$ cat src/rtl/si5338_i2c_master.sv
// Byte-level I2C master for Si5338 register access: one USR_trig runs a complete
// write (dev+W, reg addr, data) or read (dev+W, reg addr, Sr, dev+R, data) transaction.
module si5338_i2c_master #(
  parameter int CLK_DIV    = 250,
  parameter int ADDR_BYTES = 2
) (
  input  logic        CLK,
  input  logic        RST,
  input  logic        USR_trig,
  input  logic        USR_rnw,
  input  logic [7:0]  USR_wrcyc,
  input  logic [7:0]  USR_rdcyc,
  input  logic [7:0]  USR_deivce_id,
  input  logic [15:0] USR_reg_addr,
  output logic        USR_wvld,
  input  logic [7:0]  USR_wdata,
  output logic        USR_rvld,
  output logic [7:0]  USR_rdata,
  output logic        USR_error,
  output logic        USR_end,
  output logic        SCL_OE,
  output logic        SDA_OE,
  input  logic        SDA_I
);

  localparam int QW = (CLK_DIV > 1) ? $clog2(CLK_DIV) : 1;
  localparam logic [QW-1:0] Q_LAST = QW'(CLK_DIV - 1);

  typedef enum logic [3:0] {
    S_IDLE, S_START, S_DEVW, S_REGA, S_WDAT, S_RSTART, S_DEVR, S_RDAT, S_STOP, S_DONE
  } state_t;

  state_t        state_q, state_d;
  logic [QW-1:0] qcnt_q, qcnt_d;
  logic [1:0]    quar_q, quar_d;
  logic [3:0]    bit_q, bit_d;
  logic [7:0]    cnt_q, cnt_d;
  logic          more_q, more_d;
  logic [7:0]    tx_q, tx_d;
  logic [7:0]    rx_q, rx_d;
  logic          nack_q, nack_d;
  logic          rnw_q, rnw_d;
  logic [7:0]    wrcyc_q, wrcyc_d;
  logic [7:0]    rdcyc_q, rdcyc_d;
  logic [7:0]    id_q, id_d;
  logic [15:0]   addr_q, addr_d;
  logic          err_q, err_d;
  logic          wvld_q, wvld_d;
  logic          rvld_q, rvld_d;
  logic [7:0]    rdata_q, rdata_d;
  logic          end_q, end_d;
  logic          scl_q, scl_d;
  logic          sda_q, sda_d;

  logic q_last, slot_end, samp, byte_end, tx_byte, in_byte;

  assign q_last   = (qcnt_q == Q_LAST);
  assign slot_end = q_last && (quar_q == 2'd3);
  assign samp     = q_last && (quar_q == 2'd2);
  assign byte_end = slot_end && (bit_q == 4'd8);
  assign tx_byte  = (state_q == S_DEVW) || (state_q == S_REGA) ||
                    (state_q == S_WDAT) || (state_q == S_DEVR);
  assign in_byte  = tx_byte || (state_q == S_RDAT);

  always_ff @(posedge CLK) begin
    if (RST) begin
      state_q <= S_IDLE;
      qcnt_q  <= '0;
      quar_q  <= '0;
      bit_q   <= '0;
      cnt_q   <= '0;
      more_q  <= 1'b0;
      tx_q    <= '0;
      rx_q    <= '0;
      nack_q  <= 1'b0;
      rnw_q   <= 1'b0;
      wrcyc_q <= '0;
      rdcyc_q <= '0;
      id_q    <= '0;
      addr_q  <= '0;
      err_q   <= 1'b0;
      wvld_q  <= 1'b0;
      rvld_q  <= 1'b0;
      rdata_q <= '0;
      end_q   <= 1'b0;
      scl_q   <= 1'b0;
      sda_q   <= 1'b0;
    end else begin
      state_q <= state_d;
      qcnt_q  <= qcnt_d;
      quar_q  <= quar_d;
      bit_q   <= bit_d;
      cnt_q   <= cnt_d;
      more_q  <= more_d;
      tx_q    <= tx_d;
      rx_q    <= rx_d;
      nack_q  <= nack_d;
      rnw_q   <= rnw_d;
      wrcyc_q <= wrcyc_d;
      rdcyc_q <= rdcyc_d;
      id_q    <= id_d;
      addr_q  <= addr_d;
      err_q   <= err_d;
      wvld_q  <= wvld_d;
      rvld_q  <= rvld_d;
      rdata_q <= rdata_d;
      end_q   <= end_d;
      scl_q   <= scl_d;
      sda_q   <= sda_d;
    end
  end

  always_comb begin
    state_d = state_q;
    qcnt_d  = qcnt_q;
    quar_d  = quar_q;
    bit_d   = bit_q;
    cnt_d   = cnt_q;
    more_d  = more_q;
    tx_d    = tx_q;
    rx_d    = rx_q;
    nack_d  = nack_q;
    rnw_d   = rnw_q;
    wrcyc_d = wrcyc_q;
    rdcyc_d = rdcyc_q;
    id_d    = id_q;
    addr_d  = addr_q;
    err_d   = err_q;
    wvld_d  = 1'b0;
    rvld_d  = 1'b0;
    rdata_d = rdata_q;
    end_d   = 1'b0;
    scl_d   = 1'b0;
    sda_d   = 1'b0;

    if (state_q != S_IDLE && state_q != S_DONE) begin
      if (q_last) begin
        qcnt_d = '0;
        quar_d = quar_q + 2'd1;
      end else begin
        qcnt_d = qcnt_q + QW'(1);
      end
    end

    // Per-slot bit bookkeeping; byte-end transitions below override bit_d/tx_d
    if (in_byte && slot_end) begin
      bit_d = bit_q + 4'd1;
      if (bit_q < 4'd8) tx_d = {tx_q[6:0], 1'b0};
    end
    if (samp && tx_byte && bit_q == 4'd8) nack_d = SDA_I;
    if (samp && state_q == S_RDAT && bit_q < 4'd8) begin
      rx_d = {rx_q[6:0], SDA_I};
      if (bit_q == 4'd7) begin
        rvld_d  = 1'b1;
        rdata_d = {rx_q[6:0], SDA_I};
      end
    end

    case (state_q)
      S_IDLE: if (USR_trig) begin
        state_d = S_START;
        rnw_d   = USR_rnw;
        wrcyc_d = USR_wrcyc;
        rdcyc_d = USR_rdcyc;
        id_d    = USR_deivce_id & 8'hFE;
        addr_d  = USR_reg_addr;
        err_d   = 1'b0;
        qcnt_d  = '0;
        quar_d  = '0;
        bit_d   = '0;
      end
      S_START: if (slot_end) begin
        state_d = S_DEVW;
        tx_d    = id_q;
        bit_d   = '0;
      end
      S_DEVW: if (byte_end) begin
        bit_d = '0;
        if (nack_q) begin
          err_d   = 1'b1;
          state_d = S_STOP;
        end else begin
          state_d = S_REGA;
          tx_d    = (ADDR_BYTES >= 2) ? addr_q[15:8] : addr_q[7:0];
          more_d  = (ADDR_BYTES >= 2);
        end
      end
      S_REGA: if (byte_end) begin
        bit_d = '0;
        if (nack_q) begin
          err_d   = 1'b1;
          state_d = S_STOP;
        end else if (more_q) begin
          tx_d   = addr_q[7:0];
          more_d = 1'b0;
        end else if (rnw_q) begin
          state_d = (rdcyc_q == 8'd0) ? S_STOP : S_RSTART;
        end else if (wrcyc_q == 8'd0) begin
          state_d = S_STOP;
        end else begin
          state_d = S_WDAT;
          tx_d    = USR_wdata;
          wvld_d  = 1'b1;
          cnt_d   = wrcyc_q;
        end
      end
      S_WDAT: if (byte_end) begin
        bit_d = '0;
        if (nack_q) begin
          err_d   = 1'b1;
          state_d = S_STOP;
        end else if (cnt_q == 8'd1) begin
          state_d = S_STOP;
        end else begin
          tx_d   = USR_wdata;
          wvld_d = 1'b1;
          cnt_d  = cnt_q - 8'd1;
        end
      end
      S_RSTART: if (slot_end) begin
        state_d = S_DEVR;
        tx_d    = id_q | 8'h01;
        bit_d   = '0;
      end
      S_DEVR: if (byte_end) begin
        bit_d = '0;
        if (nack_q) begin
          err_d   = 1'b1;
          state_d = S_STOP;
        end else begin
          state_d = S_RDAT;
          cnt_d   = rdcyc_q;
        end
      end
      S_RDAT: if (byte_end) begin
        bit_d = '0;
        if (cnt_q == 8'd1) state_d = S_STOP;
        else cnt_d = cnt_q - 8'd1;
      end
      S_STOP: if (slot_end) state_d = S_DONE;
      S_DONE: begin
        end_d   = 1'b1;
        state_d = S_IDLE;
      end
      default: state_d = S_IDLE;
    endcase

    // Pad drive; registered so the pins never glitch on decode changes
    case (state_q)
      S_START: sda_d = (quar_q >= 2'd2);
      S_RSTART: begin
        scl_d = (quar_q == 2'd0);
        sda_d = (quar_q >= 2'd2);
      end
      S_DEVW, S_REGA, S_WDAT, S_DEVR: begin
        scl_d = (quar_q < 2'd2);
        sda_d = (bit_q < 4'd8) ? ~tx_q[7] : 1'b0;
      end
      S_RDAT: begin
        scl_d = (quar_q < 2'd2);
        sda_d = (bit_q == 4'd8) && (cnt_q != 8'd1);
      end
      S_STOP: begin
        scl_d = (quar_q == 2'd0);
        sda_d = (quar_q != 2'd3);
      end
      default: begin
        scl_d = 1'b0;
        sda_d = 1'b0;
      end
    endcase
  end

  assign USR_wvld  = wvld_q;
  assign USR_rvld  = rvld_q;
  assign USR_rdata = rdata_q;
  assign USR_error = err_q;
  assign USR_end   = end_q;
  assign SCL_OE    = scl_q;
  assign SDA_OE    = sda_q;

endmodule

$ cat config.mk
export PLATFORM = sky130hd
export DESIGN_NAME = si5338_i2c_master
export DESIGN_NICKNAME = d
export VERILOG_FILES = /design/src/rtl/si5338_i2c_master.sv
export SDC_FILE = /design/constraint.sdc
export NUM_CORES = 1
export LEC_CHECK = 0
export CORE_UTILIZATION = 40
export DETAILED_ROUTE_END_ITERATION = 8
export PLACE_DENSITY = 0.67
export SLEW_MARGIN = 0
export SYNTH_ARGS = -nofsm -noshare
export SYNTH_HDL_FRONTEND = slang
export SYNTH_SLANG_ARGS = --single-unit
$ cat constraint.sdc
create_clock -name CLK -period 2.66 [get_ports CLK]
set_input_delay 0.665 -clock CLK [delete_from_list [all_inputs] [get_ports CLK]]
set_output_delay 0.665 -clock CLK [all_outputs]
set_load 0.01 [all_outputs]
**Word level (Yosys, flattened, before mapping)**

Cells that the tools add are included.

- Logic and storage cells: 182
- Output and inout port bits: 14
- Bits in registers: 97

- Bitwise logic cells: 2
- Mux-type cells: 82
- Reductions and logical operators: 33
- Eq/ne operators: 37
- Magnitude comparators: 3
- Add/sub/neg operators: 4

Operators with widths:

| cell | count |
|---|---|
| 8-bit two-way mux | 29 |
| 4-bit two-way mux | 22 |
| 8-bit case mux with 5 select lines | 1 |
| 4-bit case mux with 9 select lines | 1 |
| 2-bit inequality test (second input constant) | 17 |
| 8-bit case mux with 4 select lines | 1 |
| 4-bit by 3-bit equality test with 1-bit output (second input constant) | 5 |
| 1-bit two-way mux | 18 |
| 8-bit zero test | 2 |
| 4-bit equality test (second input constant) | 3 |
| 4-bit case mux with 3 select lines | 1 |
| 11-bit AND reduction | 1 |
| 1-bit logical AND | 10 |
| 10-bit AND reduction | 1 |
| 8-bit by 1-bit adder with 8-bit output (second input constant) | 1 |
| 4-bit by 2-bit equality test with 1-bit output (second input constant) | 2 |
| 8-bit by 1-bit equality test with 1-bit output (second input constant) | 1 |
| 8-bit equality test (second input constant) | 1 |
| 2-bit two-way mux | 4 |
| 8-bit by 1-bit inequality test with 1-bit output (second input constant) | 1 |
| 1-bit case mux with 2 select lines | 4 |
| 4-bit nonzero test | 2 |
| 8-bit by 1-bit subtractor with 8-bit output (second input constant) | 1 |
| 2-bit OR reduction | 3 |
| other kinds (21) | 29 |

**Depth between registers and ports, before layout**

Gate-level depths: netlist (run 1).

- Depth in word-level cells: 13
- Depth in mapped cells: 8

**Worst setup path after synthesis (run 1)**

Ideal clock, no wire load.

- Path kind: register to register
- Start: register qcnt_q[0]
- End: register tx_q[1]
- Cell stages (with the launch flop): 8
- Setup slack: 0.535 ns
- Required time: 2.527 ns
- Clock period less this slack: 2.125 ns
- Library setup time: 0.133 ns
- Arrival: 1.992 ns
- Cell sequence: dfxtp_1 > ha_1 > nand3b_1 > or3_1 > buf_2 > o41a_1 > a211oi_4 > o211ai_1

- Cells in the longest elaborated chain, start to end: 10
- Elaborated cells on any way between the ends: 18

RTL lines:

| item | RTL line | source |
|---|---|---|
| from (decl) | 34 | `logic [QW-1:0] qcnt_q, qcnt_d;` |
| from (signal assigned) | 90 | `qcnt_q <= qcnt_d;` |
| 8-bit equality test (*) | 57 | `assign q_last = (qcnt_q == Q_LAST);` |
| 1-bit logical AND (*) | 58 | `assign slot_end = q_last && (quar_q == 2'd3);` |
| 1-bit logical AND | 146 | `if (in_byte && slot_end) begin` |
| 8-bit two-way mux | 146 |  |
| 8-bit two-way mux | 198 | `end else if (wrcyc_q == 8'd0) begin` |
| 8-bit two-way mux | 196 | `end else if (rnw_q) begin` |
| 8-bit two-way mux | 193 | `end else if (more_q) begin` |
| 8-bit two-way mux | 190 | `if (nack_q) begin` |
| 8-bit two-way mux | 188 | `S_REGA: if (byte_end) begin` |
| 8-bit case mux with 5 select lines (*) | 159 | `case (state_q)` |
| to (signal assigned) | 95 | `tx_q <= tx_d;` |
| to (decl) | 39 | `logic [7:0] tx_q, tx_d;` |

Mark *: on every way between the ends. The rest lies on a longest branch, timed or not.
A chain may end at the register's enable or synchronous reset.

**Worst setup path in the final report (run 1)**

- Start: register state_q[0]
- End: register cnt_q[0]

- Cells in the longest elaborated chain, start to end: 3
- Elaborated cells on any way between the ends: 17

RTL lines:

| item | RTL line | source |
|---|---|---|
| from (decl) | 33 | `state_t state_q, state_d;` |
| from (signal assigned) | 89 | `state_q <= state_d;` |
| 4-bit by 2-bit equality test with 1-bit output or 4-bit by 3-bit equality test with 1-bit output (tied branches) | 159 |  |
| 2-bit inequality test (no line) or 4-bit nonzero test (tied branches) | - |  |
| 11-bit AND reduction (no line) | - |  |
| to (signal assigned) | 93 | `cnt_q <= cnt_d;` |
| to (decl) | 37 | `logic [7:0] cnt_q, cnt_d;` |

Several ways; a longest one is shown, not always the timed one.

==> metrics.md, run 1 <==
| Metric | Value |
|---|---|
| Mapped Area | 4880 um2 |
| Top_reg_cell synth | dfxtp_1 |
| Leakage | 2.12 nW |
| CTS tree | yes |
| Crit-path leading delay family | compound AO/OA/AOI/OAI gates |
| Maximum vdd drop | 0.504 mV |
| Post-synthesis compound-gate area fraction | 21.2% |
| Clk_lat worst skew | 0.36 ns |
| Seq/Total Area, Yosys | 39.8% |
| Multi-input gate area | 2720 um2 |
| Tcrit/Tclk final | 91.3% |
| Antenna-violating nets left | 0 |
| # rows | 39 |
| Xor and xnor area share after synthesis | 2.16% |
| Initial core utilization | 41.8% |
| Post-synth EDFFs | 0 |
| Core area | 11700 um2 |
| Largest net degree at the start of global routing | 43 |
| First-pass GRT wire length | 21100 um |
| Top cells by area, synth | dfxtp_1, nand2_1, a21oi_1 |
| Area leader, netlist | dfxtp_1 |
| Placed Cells | 788 |
| Total CTS buffers | 9 |
| Via count | 4547 |
| Vias per inst | 5.66 |
| Max-cap violation count | 0 |
| Share of cells above drive strength 1 | 7.56% |
| Top-Level Pins | 67 |
| Power density over the cells | 598 nW/um2 |
| Fin worst setup slack | 0.232 ns |
| Crit-path max FO | 24 |
| CP max-delay cell | dfxtp_1 |
| Synthesized net count | 659 |
| Final hold vios | 0 |
| Worst EP arrival | 2.70 ns |
| Chip Height | 112 um |
| Total gr overflow | 0 |
| Critical path's largest stage delay | 0.84 ns |
| CTS sink cnt | 97 |
| Syn_area_per_cell | 8.17 um2 |
| Crit path kind | reg -> reg |
| H-tree levels | 3 |
| Placement Cell Area | 5710 um2 |
| Pre-CTS setup slack | 0.269 ns |
| Antenna Cells | 0 |
| Most instantiated cells after synthesis | nand2_1, dfxtp_1, a21oi_1 |
| Clock transition at the registers of the reported paths | 0.07 ns |
| Final-stage net count | 718 |
| Asr flop ratio synth | 0% |
| Synth Area in Simple Gates | 25.1% |
| Total Power | 3.60 mW |
| Count leader, synth | nand2_1 |
| CP Launch Type | flop |
| Drt pass-1 iters | 5 |
| GP Congestion | 0.942 |
| CP endpoint kind | flop |
| Die area | 12600 um2 |
| Unique masters post-synth | 67 |
| Multiplexer share of the synthesized area | 4.93% |
| DRC Markers | 0 |
| FILL cells | 1107 |
| YS warnings | 0 |
| Critical Path, Cell by Cell | nand4bb_1 > o211ai_1 > nor3_1 > a211oi_1 |
| Worst endpoint required time | 2.93 ns |
| Initial drt markers | 441 |
| Routed wire length | 12700 um |
| Slew HR | 46.4% |
| Storage cell area | 1940 um2 |
| Die width | 112 um |
| Number of global-route vias before repair | 4317 |
| Adder-cell area share of the yosys netlist | 2.31% |
| Slew at the pin closest to its max-slew limit | 0.801 ns |
| CTS Buffer Depth | 2 |
| Setup bufs post-CTS | 0 |
| Port Buffers | 65 |
| Syn Inst Count | 597 |
| Fin Setup TNS | 0 ns |
| Final instance area | 6020 um2 |
| Initial antenna violation count | 0 |
| Tmin final | 2.43 ns |
| Flops & latches, synth | 97 |
| Final cell count without fillers | 804 |
| Post-synth top area share | 39.8% |
| Pins Over Slew Limit | 0 |
| Outcome | completed |
| Worst clock skew | 0.00448 ns |
| Root Driver | clkbuf_16 |
| Fmax | 412 MHz |
| Worst Path Buf+Inv | 0 |
| DR WL/cell | 15.8 um |
| Synthesis-to-layout area growth | 23.5% |
| Main combinational cell family by area after synthesis | simple AND/OR/NAND/NOR gates |
| DP Wirelength | 9060 um |
| # setup viols final | 0 |
| Hold-fix buffers, CTS | 0 |
| Gr usage total | 21.1% |
| RSZ-0062 raised after global routing | no |
| Post-CTS Resized | 0 |
| Hold crit path type | reg -> reg |
final timing paths:
path                            slack (ns)                     from                      to  depth (start not counted)
worst max-delay path                  0.23  state_q[0]$_SDFFE_PP0P_   cnt_q[0]$_SDFFE_PP0P_                          4
worst min-delay path                  0.46   addr_q[8]$_SDFFE_PP0P_  addr_q[8]$_SDFFE_PP0P_                          2
worst max register to register        0.23  state_q[0]$_SDFFE_PP0P_   cnt_q[0]$_SDFFE_PP0P_                          4
worst min register to register        0.46   addr_q[8]$_SDFFE_PP0P_  addr_q[8]$_SDFFE_PP0P_                          2
logic make-up (layout without fill, tap and decap cells):
group	Yosys count	after routing
flops	97	97
xor+xnor	12	12
buf+inv	55	119
mux	24	24
fa+ha+maj	9	9
simple gates	250	250
compound gates	150	150
sequential cells by signal, indices dropped and copies added (netlist names):
register / count
state_q: 4
USR_end: 1
quar_q: 2
more_q: 1
rnw_q: 1
cnt_q: 8
USR_rvld: 1
USR_wvld: 1
USR_rdata: 8
USR_error: 1
rx_q: 7
SCL_OE: 1
wrcyc_q: 8
nack_q: 1
qcnt_q: 8
SDA_OE: 1
tx_q: 8
bit_q: 4
id_q: 7
addr_q: 16
rdcyc_q: 8
worst register-to-register path: stages (launching register included):
cell and delay [ns]:
dfxtp_1 0.84, nand4bb_1 0.38, o211ai_1 0.76, nor3_1 0.12, a211oi_1 0.24
power by group:
part	total, mW	switching [mW]	internal [mW]
clock network	1.39	0.561	0.828
registers	1.63	0.0957	1.54
logic	0.579	0.323	0.257
total	3.60	0.980	2.62
cells in the final DEF (no fill, tap or decap), types with 4 or more instances in the layout:
cell type,instances
xor2_1,5
clkbuf_16,9
nand2b_1,7
nand3_1,10
clkdlybuf4s50_1,64
or3_1,6
a21oi_1,56
or2_2,4
and2_1,7
nor2b_1,4
dfxtp_1,97
mux2i_1,24
nor4_1,8
a22o_1,6
a31oi_1,4
a211oi_1,6
o21ai_0,13
o311ai_0,4
buf_4,22
nand2_1,103
xnor2_1,7
and3_1,7
ha_1,9
nor3_1,18
nand3b_1,4
inv_1,16
o211ai_1,13
o31ai_1,5
a21boi_0,7
nor2_1,50
final cells by class:
cell class	count	share of cell area, %
Clock buffer	12	3.93
Clock inverter	4	1.27
Inverter	16	0.997
Multi-Input combinational cell	445	45.1
Sequential cell	97	32.2
Tap cell	143	2.97
Timing Repair Buffer	87	13.5
metrics by stage:
stage / utilization [%] / hold slack (ns)
2_1_floorplan: - / 0.436
3_3_place_gp: 49.0 / 0.444
3_5_place_dp: 49.0 / 0.447
4_1_cts: 51.6 / 0.456
5_1_grt: 51.6 / 0.477
6_report: 51.6 / 0.456
per-layer routing:
metal	track usage [%]	up-vias	part of all wire, %
li1	-	2256	-
met1	26.8	2097	45
met2	33.8	172	47
met3	6.10	22	6.8
met4	8.00	0	2.0
met5	0	-	0
No activity file was read; power rests on OpenSTA's default activity.
==> run 2: changes to the inputs <==
--- a/config.mk
+++ b/config.mk
@@ -8,6 +8,7 @@
 export CORE_UTILIZATION = 40
 export DETAILED_ROUTE_END_ITERATION = 8
 export PLACE_DENSITY = 0.67
+export SKIP_LAST_GASP = 1
 export SLEW_MARGIN = 0
 export SYNTH_ARGS = -nofsm -noshare
 export SYNTH_HDL_FRONTEND = slang
==> results of run 2 <==
Final layout, timing and power as in run 1 (identical DEF).
==> run 3: changes to the inputs <==
--- a/config.mk
+++ b/config.mk
@@ -5,6 +5,7 @@
 export SDC_FILE = /design/constraint.sdc
 export NUM_CORES = 1
 export LEC_CHECK = 0
+export CORE_MARGIN = 2
 export CORE_UTILIZATION = 40
 export DETAILED_ROUTE_END_ITERATION = 8
 export PLACE_DENSITY = 0.67
==> run 3 against run 2 <==
Final cell count up 0.25%. Highest routed layer unchanged. Register-to-register slack worse by 0.06 ns. Largest power group unchanged. Flip-flop and latch count unchanged. Largest cell class unchanged. Fmax down 2.5%. Clock-buffer cell count down 2. Total power down 1.2%.
==> metrics.md, run 3 (synthesis results as in run 1) <==
| Metric | Value |
|---|---|
| Outcome | completed |
| Slew HR | 54.6% |
| Max-cap violation count | 0 |
| Hold Path End | addr_q[10]$_SDFFE_PP0P_ |
| Clk_lat worst skew | 0.34 ns |
| Worst EP arrival | 2.70 ns |
| Root Driver | clkbuf_16 |
| Worst endpoint required time | 2.87 ns |
| Largest Register | addr_q |
| R2r endpoint | tx_q[1]$_SDFF_PP0_ |
| CTS Buffer Depth | 2 |
| GP Congestion | 0.966 |
| DRC Markers | 0 |
| Tcrit/Tclk final | 93.6% |
| Worst Path Buf+Inv | 0 |
| Share of cells above drive strength 1 | 7.59% |
| Placement Cell Area | 5710 um2 |
| Port Buffers | 65 |
| RSZ-0062 raised after global routing | no |
| Post-CTS Resized | 0 |
| Synthesis-to-layout area growth | 23.4% |
| # rows | 40 |
| Leakage | 2.11 nW |
| Largest register FFs | 16 |
| CP max-delay cell | or3_1 |
| Antenna Cells | 0 |
| Worst Hold Depth | 2 |
| Largest net degree at the start of global routing | 43 |
| Tmin final | 2.49 ns |
| # setup viols final | 0 |
| Power density over the cells | 591 nW/um2 |
| Die width | 114 um |
| Total gr overflow | 0 |
| Antenna-violating nets left | 0 |
| Crit-path leading delay family | compound AO/OA/AOI/OAI gates |
| Via count | 4563 |
| Clock transition at the registers of the reported paths | 0.07 ns |
| Core area | 12000 um2 |
| Most frequent cells in the layout | nand2_1, dfxtp_1, clkdlybuf4s50_1 |
| Final-stage net count | 716 |
| CTS tree | yes |
| Slew at the pin closest to its max-slew limit | 0.677 ns |
| Reg2Reg Depth | 6 |
| Most common cell after layout, fill and taps aside | nand2_1 |
| Chip Height | 114 um |
| Critical Path, Cell by Cell | ha_1 > nand4b_1 > or3_1 > o41a_1 > a211oi_4 > o211ai_1 |
| DP Wirelength | 9750 um |
| H-tree levels | 3 |
| Reg-to-Reg Start | quar_q[1]$_SDFF_PP0_ |
| Fin Setup TNS | 0 ns |
| Hold-fix buffers, CTS | 0 |
| Initial core utilization | 40.8% |
| CTS sink cnt | 97 |
| Pins Over Slew Limit | 0 |
| Final hold vios | 0 |
| First-pass GRT wire length | 21700 um |
| Initial drt markers | 358 |
| CP endpoint kind | flop |
| Initial antenna violation count | 0 |
| Fmax | 401 MHz |
| Die area | 13100 um2 |
| Worst reg-to-reg setup slack | 0.17 ns |
| Worst clock skew | 0.00762 ns |
| Setup bufs post-CTS | 0 |
| Final instance area | 6020 um2 |
| Gr usage total | 20.8% |
| Routed wire length | 13300 um |
| Crit path kind | reg -> reg |
| Drt pass-1 iters | 5 |
| Number of global-route vias before repair | 4401 |
| Critical path's largest stage delay | 0.47 ns |
| Total CTS buffers | 9 |
| Hold crit path type | reg -> reg |
| DR WL/cell | 16.5 um |
| Maximum vdd drop | 0.278 mV |
| Top-Level Pins | 67 |
| Vias per inst | 5.66 |
| Hold_sp | addr_q[10]$_SDFFE_PP0P_ |
| Crit-path max FO | 7 |
| CP Launch Type | flop |
| FILL cells | 1156 |
run 3: power breakdown:
group | leakage, nW | total (mW) | switching [mW] | internal, mW
sequential | 0.788 | 1.63 | 0.0905 | 1.54
combinational | 1.18 | 0.605 | 0.338 | 0.268
clock | 0.145 | 1.33 | 0.583 | 0.743
total | 2.11 | 3.56 | 1.01 | 2.55
run 3: stage by stage:
stage | worst slack, ns | total power, mW | cells | hold WS [ns] | util [%]
after floorplan | 0.535 | 2.02 | 597 | 0.436 | -
after global placement | 0.300 | 2.24 | 790 | 0.443 | 47.8
after detailed placement | 0.233 | 2.26 | 790 | 0.448 | 47.8
after CTS | 0.199 | 3.58 | 806 | 0.457 | 50.3
after global routing | 0.0684 | 3.71 | 806 | 0.467 | 50.3
final | 0.169 | 3.56 | 806 | 0.455 | 50.3
run 3: layer usage:
metal	track usage, %	wire [um]	vias up
li1	-	-	2248
met3	3.86	800	20
met4	7.32	234	0
met5	0	0	-
met1	27.8	6000	2151
met2	33.8	6240	144
run 3: final cells by class:
class	count	area, um2	area share [%]
multi-input cells	445	2720	45.2
flip-flops and latches	97	1940	32.3
repair buffers	85	808	13.4
clock buffers	10	229	3.81
well taps	147	184	3.06
clock inverters	6	75.1	1.25
inverters	16	60.1	0.998
run 3: tightest hold or removal path, delay by kind of cell, from the launching register on:
kind             cells  cell delay, ns
AO/OA/AOI/OAI        1            0.05
AND/OR/NAND/NOR      1            0.05
flip-flops           1            0.31
run 3: worst max-delay path by stage:
stage | cells past startpoint | to | slack (ns) | start
after floorplan | 7 | tx_q[1]$_SDFF_PP0_ | 0.53 | qcnt_q[0]$_SDFF_PP0_
after global placement | 6 | tx_q[3]$_SDFF_PP0_ | 0.30 | quar_q[1]$_SDFF_PP0_
after detailed placement | 6 | tx_q[3]$_SDFF_PP0_ | 0.23 | quar_q[1]$_SDFF_PP0_
after CTS | 6 | tx_q[1]$_SDFF_PP0_ | 0.20 | quar_q[1]$_SDFF_PP0_
after global routing | 6 | tx_q[6]$_SDFF_PP0_ | 0.07 | quar_q[1]$_SDFF_PP0_
final | 6 | tx_q[1]$_SDFF_PP0_ | 0.17 | quar_q[1]$_SDFF_PP0_
